==> src/rtl/fp16_result_collector.sv <==
// Result FIFO behind the FP16 adder: tags each accepted result with its IEEE-754 class
// and keeps sticky exception flags plus a saturating count of dropped results.
module fp16_result_collector #(
  parameter int unsigned DEPTH = 8,
  parameter int unsigned CNT_W = 8
) (
  input  logic                     clk,
  input  logic                     rst,
  input  logic                     i_res_vld,
  input  logic [15:0]              i_res,
  input  logic                     i_overflow,
  input  logic                     i_rdy,
  input  logic                     i_clr_sticky,
  output logic                     o_vld,
  output logic [15:0]              o_data,
  output logic [2:0]               o_class,
  output logic                     o_ovf,
  output logic [$clog2(DEPTH):0]   o_count,
  output logic                     o_full,
  output logic [CNT_W-1:0]         o_drop_cnt,
  output logic                     o_sticky_ovf,
  output logic                     o_sticky_nan
);

  localparam int unsigned AW = $clog2(DEPTH);

  localparam logic [2:0] ClsZero = 3'd0;
  localparam logic [2:0] ClsSub  = 3'd1;
  localparam logic [2:0] ClsNorm = 3'd2;
  localparam logic [2:0] ClsInf  = 3'd3;
  localparam logic [2:0] ClsNan  = 3'd4;

  logic [19:0]    mem [DEPTH];
  logic [AW-1:0]  wr_ptr_q, rd_ptr_q;
  logic [AW:0]    count_q, count_d;
  logic [CNT_W-1:0] drop_cnt_q, drop_cnt_d;
  logic           sticky_ovf_q, sticky_nan_q;
  logic           sticky_ovf_d, sticky_nan_d;

  logic [2:0]     res_class;
  logic           push, pop, drop;
  logic [19:0]    head;

  always_comb begin
    res_class = ClsNorm;
    if (i_res[14:10] == 5'd0) begin
      res_class = (i_res[9:0] == 10'd0) ? ClsZero : ClsSub;
    end else if (i_res[14:10] == 5'd31) begin
      res_class = (i_res[9:0] == 10'd0) ? ClsInf : ClsNan;
    end
  end

  assign o_full = (count_q == (AW + 1)'(DEPTH));
  assign o_vld  = (count_q != '0);
  assign push   = i_res_vld && !o_full;
  // A pop in the same cycle does not make room for a result seen while full.
  assign drop   = i_res_vld && o_full;
  assign pop    = o_vld && i_rdy;

  always_comb begin
    count_d = count_q;
    unique case ({push, pop})
      2'b10:   count_d = count_q + 1'b1;
      2'b01:   count_d = count_q - 1'b1;
      default: count_d = count_q;
    endcase
  end

  always_comb begin
    drop_cnt_d   = drop_cnt_q;
    sticky_ovf_d = sticky_ovf_q;
    sticky_nan_d = sticky_nan_q;
    if (i_clr_sticky) begin
      drop_cnt_d   = '0;
      sticky_ovf_d = 1'b0;
      sticky_nan_d = 1'b0;
    end
    if (drop && (drop_cnt_d != '1)) begin
      drop_cnt_d = drop_cnt_d + 1'b1;
    end
    if (push && (i_overflow || res_class == ClsInf)) begin
      sticky_ovf_d = 1'b1;
    end
    if (push && res_class == ClsNan) begin
      sticky_nan_d = 1'b1;
    end
  end

  always_ff @(posedge clk) begin
    if (!rst) begin
      wr_ptr_q     <= '0;
      rd_ptr_q     <= '0;
      count_q      <= '0;
      drop_cnt_q   <= '0;
      sticky_ovf_q <= 1'b0;
      sticky_nan_q <= 1'b0;
    end else begin
      if (push) wr_ptr_q <= wr_ptr_q + 1'b1;
      if (pop)  rd_ptr_q <= rd_ptr_q + 1'b1;
      count_q      <= count_d;
      drop_cnt_q   <= drop_cnt_d;
      sticky_ovf_q <= sticky_ovf_d;
      sticky_nan_q <= sticky_nan_d;
    end
  end

  always_ff @(posedge clk) begin
    if (push) mem[wr_ptr_q] <= {i_overflow, res_class, i_res};
  end

  assign head         = mem[rd_ptr_q];
  assign o_data       = o_vld ? head[15:0]  : 16'd0;
  assign o_class      = o_vld ? head[18:16] : 3'd0;
  assign o_ovf        = o_vld ? head[19]    : 1'b0;
  assign o_count      = count_q;
  assign o_drop_cnt   = drop_cnt_q;
  assign o_sticky_ovf = sticky_ovf_q;
  assign o_sticky_nan = sticky_nan_q;

endmodule

==> config.mk <==
export PLATFORM = sky130hd
export DESIGN_NAME = fp16_result_collector
export DESIGN_NICKNAME = d
export VERILOG_FILES = /design/src/rtl/fp16_result_collector.sv
export SDC_FILE = /design/constraint.sdc
export NUM_CORES = 1
export LEC_CHECK = 0
export CORE_ASPECT_RATIO = 0.8
export CORE_MARGIN = 4
export CORE_UTILIZATION = 35
export CTS_BUF_LIST = sky130_fd_sc_hd__clkbuf_8 sky130_fd_sc_hd__clkbuf_16
export DETAILED_ROUTE_END_ITERATION = 7
export MAX_ROUTING_LAYER = met4
export PLACE_DENSITY_LB_ADDON = 0.12
export SLEW_MARGIN = 20
export SYNTH_ARGS = -nofsm -noshare
export SYNTH_HDL_FRONTEND = slang
export SYNTH_SLANG_ARGS = --single-unit
==> constraint.sdc <==
create_clock -name clk -period 4.2 [get_ports clk]
set_input_delay 0.63 -clock clk [delete_from_list [all_inputs] [get_ports clk]]
set_output_delay 0.63 -clock clk [all_outputs]
set_load 0.01 [all_outputs]
==> impl_metrics.ini <==
[run_status]
status = complete, no violations

[placed_design]
place_congestion = 0.755
port_buffers = 57
dp_slack_ns = 0.855
post_dp_cell_area_um2 = 8290
place_inst = 715
post-dp-hpwl_mm = 9.23

[cells_and_area]
design_area_um2 = 8870
fill_cells = 1769
final_cell_mix = edfxtp_1 (160), clkdlybuf4s50_1 (57), mux4_2 (40)
area_delta_synth_final_pct = 21.5
n_antenna_cell = 0
layout_commonest_cell = edfxtp_1
fin_nets = 499
fin_cells = 747
drive_above_1_share = 0.203

[floorplanning]
die-area_um2 = 23200
die_y_um = 137
dieWidth_um = 169
coreArea_um2 = 20100
io_pins = 58
start_util = 0.362
rows = 46

[synth]
syn_inst = 396
synth_cell_type_count = 44
syn-num-nets = 425
synth-edff-count = 160
syn-cell-area_um2 = 7300
async_reset_ff_frac = 0
ys_seq_area_frac = 0.721
synthFlopType = edfxtp_1
synth.yosys.warnings = 0
ys_seq_elements = 183
syn_avg_cell_area_um2 = 18.4

[clock_network]
cts_made_buffers = 17
cts_hold_buf = 0
postCtsSetupRepairBufs = 0
clkTransAtPathRegs_ns = 0.07
clock_sinks = 183
cts.htree.levels = 4
post_cts_resized = 0
clk_latency_ns = 0.43
root_buffer = clkbuf_16
cts_tree = built
clockBufferDepth = 2

[run]
maxCapViolations = 0

[global_routing]
grt_first_pass_wirelength_mm = 24.7
grt_antenna_before_repair = 0
grtUsageTotal = 0.150
grt_pass1_vias = 4074
overflow = 0
grt_max_degree = 23

[route]
route.detailed.drc = 0
avgViaCountPerCell = 5.06
drt-initial-drc-count = 256
drtPass1Iterations = 4
num_vias = 3780
finalWirelength_mm = 15.7
routedWlPerCell_um = 21.1
ant_nets = 0

[timing]
setup_viol = 0
fin_crit_ns = 3.34
finalHoldViolCount = 0
maxSlewHeadroom = 0.428
fin_skew_ns = 0.00906
worstMarginPinSlew_ns = 0.851
tns_ns = 0
drv_slew = 0
worst_slack_ns = 0.862
rsz0062_at_grt = no
max_freq_mhz = 300
min_period_over_period = 0.795

[critical_path]
arrival_ns = 2.71
cp_slowest_cell = mux4_2
crit_path_max_fanout = 14
end_kind = output pin
cp_slowest_stage_delay_ns = 0.56
critPathLaunchType = register
critical_path.cell_chain = buf_4 > mux4_2 > mux2i_1 > nor2_1 > clkdlybuf4s50_1
critPathKind = register to output pin
crit_required_ns = 3.57

[power]
power_mw = 5.17
p_leak_nw = 2.82
vdd_drop_max_mv = 0.261
pwr_density_cell_nw_per_um2 = 583

[worst_hold_path]
min_path_type = register to register
## cell usage after synthesis (2+ instances only)
cell / n / area, µm²
nor2b_1: 7 / 43.8
buf_2: 4 / 20.0
a21oi_1: 4 / 20.0
nand2_1: 13 / 48.8
o21ai_0: 4 / 20.0
nand3_1: 6 / 30.0
edfxtp_1: 160 / 4800
clkbuf_1: 10 / 37.5
xor2_1: 3 / 26.3
dfxtp_1: 23 / 460
mux2i_1: 24 / 240
inv_1: 5 / 18.8
xnor2_1: 5 / 43.8
nor2_1: 29 / 109
or4_1: 4 / 30.0
nor4_1: 2 / 12.5
buf_1: 2 / 7.51
and3_1: 2 / 12.5
and3b_1: 2 / 17.5
o2111ai_1: 2 / 17.5
nand2b_1: 3 / 18.8
ha_1: 6 / 75.1
nand4_1: 2 / 12.5
mux4_2: 40 / 901
nor3_1: 5 / 25.0
and2_1: 11 / 68.8
## power by group
group | internal (mW) | leakage [nW] | total (mW) | switching, mW
sequential | 2.09 | 1.65 | 2.19 | 0.0975
combinational | 0.748 | 0.899 | 1.42 | 0.672
clock | 0.878 | 0.277 | 1.56 | 0.683
## layer usage
layer | share of wire | track usage | vias to the layer above | wire [µm]
li1 | - | - | 1729 | -
met1 | 0.49 | 0.202 | 1970 | 7720
met2 | 0.46 | 0.231 | 67 | 7250
met3 | 0.038 | 0.0375 | 14 | 599
met4 | 0.011 | 0.0402 | 0 | 172
met5 | 0 | - | - | 0
## cells by family after synthesis
kind of cell / Yosys count / share of synthesized area
xor gates and xnor gates: 8 / 0.00960
DFF: 183 / 0.721
buffers and inverters: 22 / 0.0120
and+or+nand+nor: 92 / 0.0684
AOI/OAI and AO/OA: 20 / 0.0192
muxes: 64 / 0.156
adders and majority gates: 7 / 0.0130
## path summary, 6_finish.rpt
check	from	endpoint	slack (ns)	cells past startpoint
worst max-delay path	register	o_class[1]	0.86	5
worst min-delay path	o_count[3]	o_count[3]	0.53	2
worst max register to register	o_count[0]	o_count[3]	1.46	10
worst min register to register	o_count[3]	o_count[3]	0.53	2
## final cells by class
cell class / count / area [µm²] / area share
sequential: 183 / 5270 / 0.594
multi-input combinational: 191 / 1990 / 0.224
timing repair buffer: 71 / 688 / 0.0776
clock buffer: 17 / 425 / 0.0480
tap: 264 / 330 / 0.0372
clock inverter: 15 / 151 / 0.0171
inverter: 6 / 22.5 / 0.00254
## registers in the layout, summed over array words and instances (netlist names), named ones only
| register | count |
|---|---|
| rd_ptr_q | 3 |
| o_sticky_nan | 1 |
| o_drop_cnt | 8 |
| mem | 160 |
| wr_ptr_q | 3 |
| o_count | 4 |
| o_sticky_ovf | 1 |
## metrics by stage
stage / utilization / hold slack (ns)
2_1_floorplan: - / 0.505
3_3_place_gp: 0.412 / 0.510
3_5_place_dp: 0.412 / 0.530
4_1_cts: 0.440 / 0.533
5_1_grt: 0.440 / 0.593
6_report: 0.440 / 0.530
## worst max-delay path, delay by kind of cell (launching register included)
family	cells	cell delay [ns]
DFF	1	0.52
buffers and inverters	2	0.88
and+or+nand+nor	1	0.06
muxes	2	0.81
No activity file was read; power rests on OpenSTA's default activity.
